### src/rtl/snake_pkg.sv
// rtl/snake_pkg.sv - shared constants, coordinate helpers and scan state type for the snake display
package snake_pkg;

  localparam int N_SEG       = 10;
  localparam int MATRIX_DIM  = 8;
  localparam int BUILD_STEPS = N_SEG + 1;

  localparam logic [7:0] PAT_WIN         = 8'hFF;
  localparam logic [7:0] PAT_BORDER_EDGE = 8'hFF;
  localparam logic [7:0] PAT_BORDER_SIDE = 8'h81;

  typedef enum logic [1:0] {
    ST_SNAP,
    ST_BUILD,
    ST_SHOW
  } scan_state_t;

  function automatic logic [3:0] coord_row(input logic [7:0] c);
    return c[7:4];
  endfunction

  function automatic logic [3:0] coord_col(input logic [7:0] c);
    return c[3:0];
  endfunction

  // Fields above 7 are off-matrix, so both row and column must have bit 3 clear.
  function automatic logic [7:0] coord_bit(input logic [7:0] c, input logic [2:0] row);
    logic [3:0] r;
    logic [3:0] k;
    r = coord_row(c);
    k = coord_col(c);
    if (r == {1'b0, row} && !k[3])
      return 8'b1 << k[2:0];
    return 8'h00;
  endfunction

  function automatic logic [7:0] overlay_pattern(input logic win, input logic over,
                                                 input logic start, input logic [2:0] row,
                                                 input logic [7:0] normal);
    if (win)
      return PAT_WIN;
    if (over)
      return (8'b1 << row) | (8'b1 << (3'd7 - row));
    if (start)
      return (row == 3'd0 || row == 3'd7) ? PAT_BORDER_EDGE : PAT_BORDER_SIDE;
    return normal;
  endfunction

endpackage

### src/rtl/snake_row_builder.sv
// rtl/snake_row_builder.sv - serial 11-step OR-accumulator producing one row bitmap
module snake_row_builder
  import snake_pkg::*;
(
  input  logic                   clkn,
  input  logic                   reset,
  input  logic                   step,
  input  logic                   first,
  input  logic [2:0]             row,
  input  logic [3:0]             idx,
  input  logic [N_SEG-1:0][7:0]  seg,
  input  logic [7:0]             food,
  input  logic [3:0]             len,
  input  logic                   food_vis,
  output logic [7:0]             bitmap
);

  logic [7:0] acc;
  logic [7:0] term;

  always_comb begin
    term = 8'h00;
    for (int i = 0; i < N_SEG; i++) begin
      if (idx == 4'(i) && 4'(i) < len)
        term = coord_bit(seg[i], row);
    end
    if (idx == 4'(N_SEG) && food_vis)
      term = coord_bit(food, row);
    // Step 0 starts from an empty row so the previous row never leaks in.
    bitmap = (first ? 8'h00 : acc) | term;
  end

  always_ff @(posedge clkn or posedge reset) begin
    if (reset)
      acc <= 8'h00;
    else if (step)
      acc <= bitmap;
  end

endmodule

### src/rtl/snake_matrix_scan.sv
// rtl/snake_matrix_scan.sv - frame-snapshotting row-scan driver for the 8x8 snake LED matrix
module snake_matrix_scan
  import snake_pkg::*;
#(
  parameter int ROW_TICKS       = 1000,
  parameter int FOOD_BLINK_LOG2 = 4
) (
  input  logic       clkn,
  input  logic       reset,
  input  logic       display,
  input  logic       draw_start,
  input  logic       draw_over,
  input  logic       draw_win,
  input  logic [4:0] snake_len,
  input  logic [7:0] snake_0,
  input  logic [7:0] snake_1,
  input  logic [7:0] snake_2,
  input  logic [7:0] snake_3,
  input  logic [7:0] snake_4,
  input  logic [7:0] snake_5,
  input  logic [7:0] snake_6,
  input  logic [7:0] snake_7,
  input  logic [7:0] snake_8,
  input  logic [7:0] snake_9,
  input  logic [7:0] food,
  output logic [7:0] row_n,
  output logic [7:0] col,
  output logic       frame_done
);

  localparam int CW = $clog2(ROW_TICKS);
  localparam int FW = FOOD_BLINK_LOG2 + 1;

  scan_state_t          state, state_next;
  logic [CW-1:0]        cnt;
  logic [2:0]           row;
  logic [FW-1:0]        frame_cnt;

  logic [3:0]           len_s;
  logic [N_SEG-1:0][7:0] seg_s;
  logic [N_SEG-1:0][7:0] seg_in;
  logic [7:0]           food_s;
  logic                 win_s, over_s, start_s, disp_s;

  logic                 build_last, show_last, frame_last;
  logic [7:0]           bitmap;
  logic [7:0]           row_n_next, col_next;
  logic                 frame_done_next;

  assign seg_in = {snake_9, snake_8, snake_7, snake_6, snake_5,
                   snake_4, snake_3, snake_2, snake_1, snake_0};

  assign build_last = (state == ST_BUILD) && (cnt == CW'(BUILD_STEPS - 1));
  assign show_last  = (state == ST_SHOW) && (cnt == CW'(ROW_TICKS - 1));
  assign frame_last = show_last && (row == 3'd7);

  snake_row_builder u_builder (
    .clkn     (clkn),
    .reset    (reset),
    .step     (state == ST_BUILD),
    .first    (cnt == '0),
    .row      (row),
    .idx      (cnt[3:0]),
    .seg      (seg_s),
    .food     (food_s),
    .len      (len_s),
    .food_vis (~frame_cnt[FW-1]),
    .bitmap   (bitmap)
  );

  always_comb begin
    state_next      = state;
    row_n_next      = row_n;
    col_next        = col;
    frame_done_next = 1'b0;
    case (state)
      ST_SNAP:  state_next = ST_BUILD;
      ST_BUILD: if (build_last) state_next = ST_SHOW;
      ST_SHOW:  if (show_last) state_next = (row == 3'd7) ? ST_SNAP : ST_BUILD;
      default:  state_next = ST_SNAP;
    endcase
    // Outputs are loaded alongside the final accumulate step so SHOW opens with valid data.
    if (build_last && disp_s) begin
      row_n_next = ~(8'b1 << row);
      col_next   = overlay_pattern(win_s, over_s, start_s, row, bitmap);
    end
    if (show_last) begin
      row_n_next      = 8'hFF;
      col_next        = 8'h00;
      frame_done_next = (row == 3'd7);
    end
  end

  always_ff @(posedge clkn or posedge reset) begin
    if (reset) begin
      state      <= ST_SNAP;
      cnt        <= '0;
      row        <= 3'd0;
      frame_cnt  <= '0;
      row_n      <= 8'hFF;
      col        <= 8'h00;
      frame_done <= 1'b0;
    end else begin
      state      <= state_next;
      cnt        <= (state_next != state) ? '0 : cnt + 1'b1;
      row_n      <= row_n_next;
      col        <= col_next;
      frame_done <= frame_done_next;
      if (state == ST_SNAP)
        row <= 3'd0;
      else if (show_last && row != 3'd7)
        row <= row + 3'd1;
      if (frame_last)
        frame_cnt <= frame_cnt + 1'b1;
    end
  end

  always_ff @(posedge clkn or posedge reset) begin
    if (reset) begin
      len_s   <= 4'd0;
      seg_s   <= '0;
      food_s  <= 8'h00;
      win_s   <= 1'b0;
      over_s  <= 1'b0;
      start_s <= 1'b0;
      disp_s  <= 1'b0;
    end else if (state == ST_SNAP) begin
      len_s   <= (snake_len > 5'd10) ? 4'd10 : snake_len[3:0];
      seg_s   <= seg_in;
      food_s  <= food;
      win_s   <= draw_win;
      over_s  <= draw_over;
      start_s <= draw_start;
      disp_s  <= display;
    end
  end

endmodule

### config.mk
export PLATFORM = sky130hd
export DESIGN_NAME = snake_matrix_scan
export DESIGN_NICKNAME = d
export VERILOG_FILES = /design/src/rtl/snake_pkg.sv /design/src/rtl/snake_row_builder.sv /design/src/rtl/snake_matrix_scan.sv
export SDC_FILE = /design/constraint.sdc
export NUM_CORES = 1
export LEC_CHECK = 0
export BUFFER_PORTS_ARGS = -buffer_cell sky130_fd_sc_hd__buf_4
export CORE_MARGIN = 5
export CORE_UTILIZATION = 52
export DETAILED_ROUTE_END_ITERATION = 6
export PLACE_DENSITY_LB_ADDON = 0.05
export SLEW_MARGIN = 20
export SYNTH_ARGS = -nofsm -noshare
export SYNTH_HDL_FRONTEND = slang
export SYNTH_SLANG_ARGS = --single-unit
export TNS_END_PERCENT = 5
### constraint.sdc
create_clock -name clkn -period 7 [get_ports clkn]
set_clock_uncertainty 0.2 [all_clocks]
set_input_delay 0.7 -clock clkn [delete_from_list [all_inputs] [get_ports clkn]]
set_output_delay 0.7 -clock clkn [all_outputs]
set_load 0.05 [all_outputs]
---- Yosys cells after proc, flatten, opt, wreduce, memory -nomap -nowiden ----
Index checks and enable logic that the tools add are counted.
cells by class
  add/subtract/negate cells ............... 4
  order comparisons ....................... 11
  equal/unequal tests ..................... 28
  shift-type cells ........................ 13
  multiplexer cells ....................... 85
  bitwise logic cells ..................... 4
  reductions and logical operators ........ 45
operator list
  operator                                                                      number
  8-bit two-way mux                                                             44
  1-bit by 3-bit left shift with 8-bit output (first input constant)            13
  4-bit by 3-bit == test with 1-bit output                                      11
  1-bit two-way mux                                                             33
  1-bit logical AND                                                             27
  4-bit by 3-bit == test with 1-bit output (second input constant)              4
  3-bit by 4-bit less-than comparator with 1-bit output (first input constant)  4
  8-bit OR                                                                      2
  4-bit == test (second input constant)                                         3
  1-bit zero test                                                               11
  10-bit by 1-bit adder with 10-bit output (second input constant)              1
  10-bit == test (second input constant)                                        1
  10-bit by 4-bit == test with 1-bit output (second input constant)             1
  10-bit zero test                                                              1
  10-bit two-way mux                                                            1
  4-bit by 2-bit == test with 1-bit output (second input constant)              2
  1-bit by 4-bit less-than comparator with 1-bit output (first input constant)  2
  2-bit by 4-bit less-than comparator with 1-bit output (first input constant)  2
  4-bit less-than comparator (first input constant)                             2
  8-bit NOT                                                                     1
  7-bit two-way mux                                                             1
  3-bit two-way mux                                                             2
  2-bit one-hot mux with 3 select lines                                         1
  5-bit by 1-bit adder with 5-bit output (second input constant)                1
  17 further kinds                                                              19
word-level totals
  bits in registers ....................... 141
  input bits .............................. 99
  output and inout port bits .............. 17
  logic and storage cells ................. 214

---- Depth between registers and ports, before layout ----
Gate-level depths: netlist of the first run.
  word-level depth ........................ 22
  mapped depth ............................ 11
  gate-level depth less buffers ........... 9

---- By module ----
A second synthesis of the first run with hierarchy kept.
second synthesis, totals
  cells, all modules ...................... 945
  area, all modules ....................... 8026.4 um^2
by module, submodules not included
  module             times used  cells an instance  area an instance (um^2)  sequential area each (um^2)
  snake_matrix_scan  1           599                5554.1                   3338.2
  snake_row_builder  1           346                2472.4                   200.2

---- Least setup slack after synthesis of the first run ----
No wires, ideal clock.
  kind .................................... register to register
  start ................................... register cnt[0]
  end ..................................... register u_builder.acc[5]
  arrival ................................. 2.184 ns
  data required time ...................... 6.717 ns
  setup slack ............................. 4.534 ns
  cell stages (with the launch flop) ...... 11
  cells stage by stage .................... dfrtp_1 -> ha_1 -> buf_2 -> o21ai_1 -> or3_1 -> clkbuf_1 -> o41ai_1 -> o211ai_1 -> o2111ai_1 -> nand3_1 -> o21ai_0
between the ends
  cells in the longest elaborated chain, start to end .. 14
  elaborated cells between the ends (all ways) .. 36
  those cells by class .................... 10 x eq/ne; 12 x mux; 1 x bitwise; 13 x reduce/logical
RTL lines
  what                              line                      text
  start: declaration                snake_matrix_scan.sv:35   logic [CW-1:0] cnt;
  start signal: assignment          snake_matrix_scan.sv:105  cnt <= (state_next != state) ? '0 : cnt + 1'b1;
  4-bit zero test                   snake_row_builder.sv:24   if (idx == 4'(i) && 4'(i) < len)
  1-bit logical AND                 snake_row_builder.sv:24
  8-bit two-way mux (10 in series)  snake_row_builder.sv:24
  8-bit two-way mux                 snake_row_builder.sv:27   if (idx == 4'(N_SEG) && food_vis)
  8-bit OR (*)                      snake_row_builder.sv:30   bitmap = (first ? 8'h00 : acc) | term;
  end signal: assignment            snake_row_builder.sv:37   acc <= bitmap;
  end: declaration                  snake_row_builder.sv:18   logic [7:0] acc;
Every way passes the cells marked *; elsewhere a longest branch is shown, timed or not.
A chain may end at the register's enable or synchronous reset.

---- Final worst setup path of the first run ----
Ends and elaborated chain as after synthesis.

==> impl_metrics.ini, run 1 <==
[place]
hpwlAfterDp_um = 14900
routabilityCongestion = 0.960
portBuffers = 115

[floorplan]
dieArea_mm2 = 0.0178
die_x_um = 133
core.rowCount = 45
core_area_mm2 = 0.0150
die_h_um = 133
io_pins = 116
start_util_pct = 52.6

[layout]
multi_input_area_mm2 = 0.00410
seqCellArea_mm2 = 0.00354
final_nets = 1154
diodes = 0
layout-drive-gt1-share_pct = 16.8
area_delta_synth_final_pct = 19.1
num-fill-cells = 1382
fin_util_pct = 62.6

[logic_synthesis]
async_flop_share_pct = 100
synth_most_common_cell = nand2_1
ys_seq_area_share_pct = 44.8
yosysTopAreaCellShare_pct = 42.1
synthTopCellsByArea = dfrtp_1 (42%), nand2_1 (14%), xnor2_1 (4.1%)
synth_fp_nets = 1066
synth_common_cells = nand2_1 (300), dfrtp_1 (133), nor2_1 (60)
synth-main-ff-cell = dfrtp_1
synth_seq_cells = 141
synth_edf_count = 0
synthCells = 956
syn_area_per_cell_um2 = 8.26
syn_area_mm2 = 0.00790
yosys_warnings = 0
synth_area_leader_cell = dfrtp_1
yosysUniqueCellTypes = 74

[cts]
tritoncts = done
cts_sinks = 141
clockBufferDepth = 2
clk_pin_slew_ns = 0.06
cts_hold_buf = 0
cts-root-buf = clkbuf_16
htree_levels = 4
cts_resized = 0
clock_latency_ns = 0.43
post-cts-setup-buffer-count = 0
cts_buffers = 17

[setup_path]
crit_fanout = 11
critPathLaunchType = flop
slowest_stage = or3b_2
crit_chain = inv_1, ha_1, nor4bb_1, buf_4, and3_1, nand4_1, or3b_2, o21ai_0, nand3_1, o21ai_0
path_common_cell = o21ai_0
worstPathBufferInverterCount = 2
worstPathRequired_ns = 7.14
crit_family = simple AND/OR/NAND/NOR gates
end_kind = flop
cp.arrival_ns = 3.32
max_stage_delay_ns = 0.56
crit_type = reg -> reg

[route]
drc = 0
ant_nets = 0
post_drt_via_cell_ratio = 5.71
wirelength_um = 20800
vias = 7108
wire_per_inst_um = 16.7
first_pass_iters = 5
drtIter0Drc = 563

[grt]
grt_pass1_wl_um = 34100
grt_pass1_vias = 6840
track_usage_pct = 23.7
antenna_found_initial = 0
overflow = 0
grt_max_degree = 73

[timing]
whs_ns = 0.142
setup_viol = 0
grt_setup_unrepaired = false
worstMarginPinSlew_ns = 0.980
slew-limit-headroom_pct = 34.7
hold_viol_final = 0
setup_tns_ns = 0
report.final.slew_viol_count = 0
layout_min_cycle_time_ns = 3.18
fmax_ghz = 0.314
fin_crit_sh_pct = 45.5

[pwr]
total_power_mw = 1.94
static-leakage-power_nw = 4.22
ir_drop_v = 0.000195
power.density_mw_per_mm2 = 206

[min_path]
hp-class = in -> async

[status]
status = finished clean

[run]
max_cap_viol_count = 0
## power by group
| part | total (mW) | internal (mW) | switching (mW) |
|---|---|---|---|
| clock network | 0.885 | 0.526 | 0.359 |
| logic | 0.159 | 0.0760 | 0.0830 |
| registers | 0.894 | 0.856 | 0.0385 |
## cell families (layout without fill, tap and decap cells)
family / after synthesis / in the layout / synth area share (%)
simple gates: 530 / 530 / 31.0
compound gates: 158 / 158 / 13.6
flops: 141 / 141 / 44.8
buf+inv: 68 / 168 / 3.45
xor+xnor: 45 / 45 / 4.99
fa+ha+maj: 11 / 11 / 1.74
mux: 3 / 3 / 0.412
## metal layers
metal | part of all wire [%] | track usage, %
met4 | 2.2 | 8.46
met5 | 0 | 0
met1 | 44 | 32.3
met2 | 47 | 37.9
met3 | 6.3 | 4.80
## state kept, by name, summed over array words and instances, names as in the netlist
register / flops
seg_s: 80
cnt: 10
col: 8
food_s: 8
row_n: 8
u_builder.acc: 8
frame_cnt: 5
len_s: 4
row: 3
state: 2
disp_s: 1
frame_done: 1
over_s: 1
start_s: 1
win_s: 1
## metrics by stage
step | std cells | cell area, µm² | worst slack (ns)
after floorplan | 956 | 7900 | 2.33
after global placement | 1213 | 8840 | 3.91
after detailed placement | 1213 | 8840 | 3.76
after CTS | 1244 | 9410 | 3.75
after global routing | 1244 | 9410 | 3.64
final | 1244 | 9410 | 3.82
## placed cells by master (no fill, tap or decap), types with 4 or more instances in the layout
| master | Yosys | routed |
|---|---|---|
| ha_1 | 11 | 11 |
| o31ai_1 | 6 | 6 |
| nand4_1 | 28 | 28 |
| o21ai_0 | 37 | 37 |
| a41oi_1 | 5 | 5 |
| nor3b_1 | 5 | 5 |
| inv_6 | 0 | 4 |
| a31oi_1 | 15 | 15 |
| o211ai_1 | 6 | 6 |
| and2_1 | 4 | 4 |
| nand3_1 | 27 | 27 |
| nor3_1 | 23 | 23 |
| buf_4 | 1 | 119 |
| xnor2_1 | 37 | 37 |
| or4_1 | 4 | 4 |
| xor2_1 | 8 | 8 |
| dfrtp_1 | 133 | 132 |
| nor2b_1 | 6 | 6 |
| nor4_1 | 16 | 16 |
| inv_1 | 18 | 17 |
| nand2b_1 | 14 | 14 |
| o41ai_1 | 7 | 7 |
| clkbuf_16 | 0 | 17 |
| nor2_1 | 60 | 59 |
| o21ai_1 | 6 | 6 |
| a21oi_1 | 25 | 25 |
| or3_1 | 5 | 5 |
| and3_1 | 10 | 10 |
| o22a_1 | 4 | 4 |
| nand2_1 | 300 | 300 |
| a211oi_1 | 5 | 5 |
| nand3b_1 | 6 | 6 |
| dfstp_2 | 8 | 8 |
## cell type report
| type | instances | share of cell area, % |
|---|---|---|
| clock buffers | 19 | 4.60 |
| clock inverters | 12 | 1.49 |
| inverters | 18 | 0.771 |
| multi-input cells | 747 | 43.5 |
| flip-flops and latches | 141 | 37.6 |
| well taps | 188 | 2.50 |
| repair buffers | 119 | 9.49 |
## worst paths after layout
kind / from / to / slack (ns) / depth (start not counted)
max reg2reg: cnt[0]$_DFF_PP0_ / u_builder.acc[5]$_DFFE_PP0P_ / 3.82 / 10
max: cnt[0]$_DFF_PP0_ / u_builder.acc[5]$_DFFE_PP0P_ / 3.82 / 10
min in group clkn: snake_0[3] / seg_s[3]$_DFFE_PP0P_ / 0.26 / 3
min reg2reg: seg_s[43]$_DFFE_PP0P_ / seg_s[43]$_DFFE_PP0P_ / 0.27 / 2
max in group asynchronous: reset / seg_s[41]$_DFFE_PP0P_ / 5.12 / 3
min: reset / seg_s[6]$_DFFE_PP0P_ / 0.14 / 2
No activity file was read; power rests on OpenSTA's default activity.
==> run 2, diff against run 1 <==
--- a/config.mk
+++ b/config.mk
@@ -5,6 +5,7 @@
 export SDC_FILE = /design/constraint.sdc
 export NUM_CORES = 1
 export LEC_CHECK = 0
+export ABC_AREA = 1
 export BUFFER_PORTS_ARGS = -buffer_cell sky130_fd_sc_hd__buf_4
 export CORE_MARGIN = 5
 export CORE_UTILIZATION = 52
==> constraint.sdc (replaced) <==
create_clock -name clkn -period 2.9 [get_ports clkn]
set_clock_uncertainty 0.2 [all_clocks]
set_input_delay 0.29 -clock clkn [delete_from_list [all_inputs] [get_ports clkn]]
set_output_delay 0.29 -clock clkn [all_outputs]
set_load 0.05 [all_outputs]
==> impl_metrics.ini, run 2 <==
[logic_synthesis]
synth_most_common_cell = nand2_1
synth_seq_cells = 141
synth_area_leader_cell = dfrtp_1
yosysUniqueCellTypes = 49
syn_area_per_cell_um2 = 7.32
synthTopCellsByArea = dfrtp_1 (42%), nand2_1 (18%), inv_1 (5.6%)
synth_common_cells = nand2_1 (374), dfrtp_1 (133), inv_1 (117), nor2_1 (76), o21ai_0 (75)
synthCells = 1077
syn_area_mm2 = 0.00789
synth_fp_nets = 1187
synth-main-ff-cell = dfrtp_1
synth_edf_count = 0
yosysTopAreaCellShare_pct = 42.2
ys_seq_area_share_pct = 44.9
yosys_warnings = 0
async_flop_share_pct = 100

[cts]
clockBufferDepth = 2
cts-root-buf = clkbuf_16
tritoncts = done
htree_levels = 4
cts_sinks = 141
clock_latency_ns = 0.42
clk_pin_slew_ns = 0.06
cts_buffers = 17

[layout]
largest_reg_flops = 80
area_delta_synth_final_pct = 34.6
final_common_cell = nand2_1
regMostFlops = seg_s
diodes = 0
final_nets = 1405
top_regs = seg_s (80), cnt (10)
layout_common_cells = nand2_1 (374), dfrtp_1 (133), buf_4 (132)
fin_util_pct = 70.6
layout-drive-gt1-share_pct = 16.2

[setup_path]
critPathLaunchType = flop
reg2reg_from = row[2]$_DFFE_PP0P_
ff2ff_path_depth = 17
crit_fanout = 14
crit_type = reg -> reg
worstPathRequired_ns = 3.06
end_kind = flop
cp.arrival_ns = 2.78
reg2reg_slack_ns = 0.28
timing.rr.end = col[1]$_DFFE_PP0P_

[timing]
whs_ns = 0.0733
worstMarginPinSlew_ns = 0.801
setup_viol = 0
fin_crit_sh_pct = 90.4
report.final.slew_viol_count = 0
grt_setup_unrepaired = true
worst_slack_ns = 0.278
layout_min_cycle_time_ns = 2.62
hold_viol_final = 0
fmax_ghz = 0.381
slew-limit-headroom_pct = 46.6

[floorplan]
start_util_pct = 52.5
core.rowCount = 45
dieArea_mm2 = 0.0177
core_area_mm2 = 0.0150
die_x_um = 133
die_h_um = 133
io_pins = 116

[place]
place_ws_ns = 0.260
hpwlAfterDp_um = 16000
routabilityCongestion = 0.972
portBuffers = 115

[grt]
overflow = 0
grtUsageMet1_pct = 35.5
grt_pass1_vias = 7864
track_usage_pct = 26.8
grt_use_met2_pct = 44.7
grt_pass1_wl_um = 38200
grt_max_degree = 100
grt.busiest_layer = met2
met3_usage_pct = 4.12
antenna_found_initial = 0

[route]
drc = 0
drtIter0Drc = 622
vias = 7877
post_drt_via_cell_ratio = 5.27
wirelength_um = 23400
ant_nets = 0
wire_per_inst_um = 15.7
first_pass_iters = 6

[pwr]
static-leakage-power_nw = 5.23
total_power_mw = 5.06
ir_drop_v = 0.000406
power.density_mw_per_mm2 = 477

[min_path]
hp-class = in -> reg
hold_path_depth = 5
min_from = snake_len[3]
whs_endpoint = len_s[3]$_DFFE_PP0P_

[run]
max_cap_viol_count = 0

[status]
status = finished clean
run 2: changes by cell type after synthesis, sizes merged, moves of 12 or more:
| cell | previous run | this run |
|---|---|---|
| nor4 | 18 | 6 |
| inv | 18 | 125 |
| clkbuf | 37 | 20 |
| nand3 | 27 | 64 |
| nand2 | 300 | 377 |
| o21ai | 43 | 77 |
| nor2 | 61 | 85 |
| nand2b | 14 | 0 |
| a21oi | 26 | 48 |
| xnor2 | 37 | 4 |
run 2: final cells by class:
type                       count  area [µm²]
fill                        1223        4420
clock inverter                10         163
timing repair buffer         229        1970
tap                          188         235
sequential                   141        3540
clock buffer                  20         467
inverter                     130         493
multi-input combinational    776        3750
run 2: repair_timing:
item	4_1_cts	5_1_grt
endpoints found under the setup margin	0	8
buffers inserted	0	0
hold buffers	96	0
gates resized for setup	0	8
endpoints found under the hold margin	228	0
run 2: logic make-up after synthesis:
group,count (synthesis),synth area share [%]
compound gates,176,12.8
xor+xnor,12,1.33
fa+ha+maj,11,1.74
buf+inv,160,8.03
flops,141,44.9
simple gates,577,31.3
run 2: stage by stage:
stage          cells  area (µm²)  setup TNS (ns)
3_5_place_dp    1368        9000               0
2_1_floorplan   1077        7890               0
3_3_place_gp    1368        9000               0
4_1_cts         1494       10600               0
5_1_grt         1494       10600       -0.000925
6_report        1494       10600               0
run 2: report_power, final:
| group | leakage, nW | total, mW | switching (mW) | internal (mW) |
|---|---|---|---|---|
| clock | 0.304 | 2.36 | 0.857 | 1.50 |
| sequential | 1.67 | 2.14 | 0.0688 | 2.07 |
| combinational | 3.26 | 0.567 | 0.293 | 0.273 |
run 2: worst max path at each step:
stage / slack [ns] / start / endpoint / cells after the start
after global placement: 0.26 / row[2]$_DFFE_PP0P_ / col[3]$_DFFE_PP0P_ / 22
final: 0.28 / row[2]$_DFFE_PP0P_ / col[1]$_DFFE_PP0P_ / 17
after CTS: 0.21 / row[0]$_DFFE_PP0P_ / col[5]$_DFFE_PP0P_ / 22
after global routing: -0.0009 / row[2]$_DFFE_PP0P_ / col[1]$_DFFE_PP0P_ / 22
after floorplan: 0.65 / reset / cnt[0]$_DFF_PP0_ / 1
after detailed placement: 0.26 / row[0]$_DFFE_PP0P_ / col[5]$_DFFE_PP0P_ / 22
run 2: layer usage:
layer  up-vias  wire length, µm
met5         -                0
met4         0              563
met3        41             1030
met2       265            11300
met1      3646            10500
li1       3925                -
run 2: critical path: stages, from the launching register on:
cell and delay (ns):
dfrtp_1 0.40, inv_2 0.31, o211ai_1 0.16, a21oi_1 0.29
nand2_1 0.12, nor2_2 0.17, nand3_1 0.09, a21oi_1 0.13
nand2_1 0.07, nand3_1 0.07, nand2_1 0.07, nand2_1 0.10
nand2_1 0.06, nand2_1 0.06, nand2_1 0.05, nand2_1 0.08
nand2_1 0.06, nand2_1 0.07
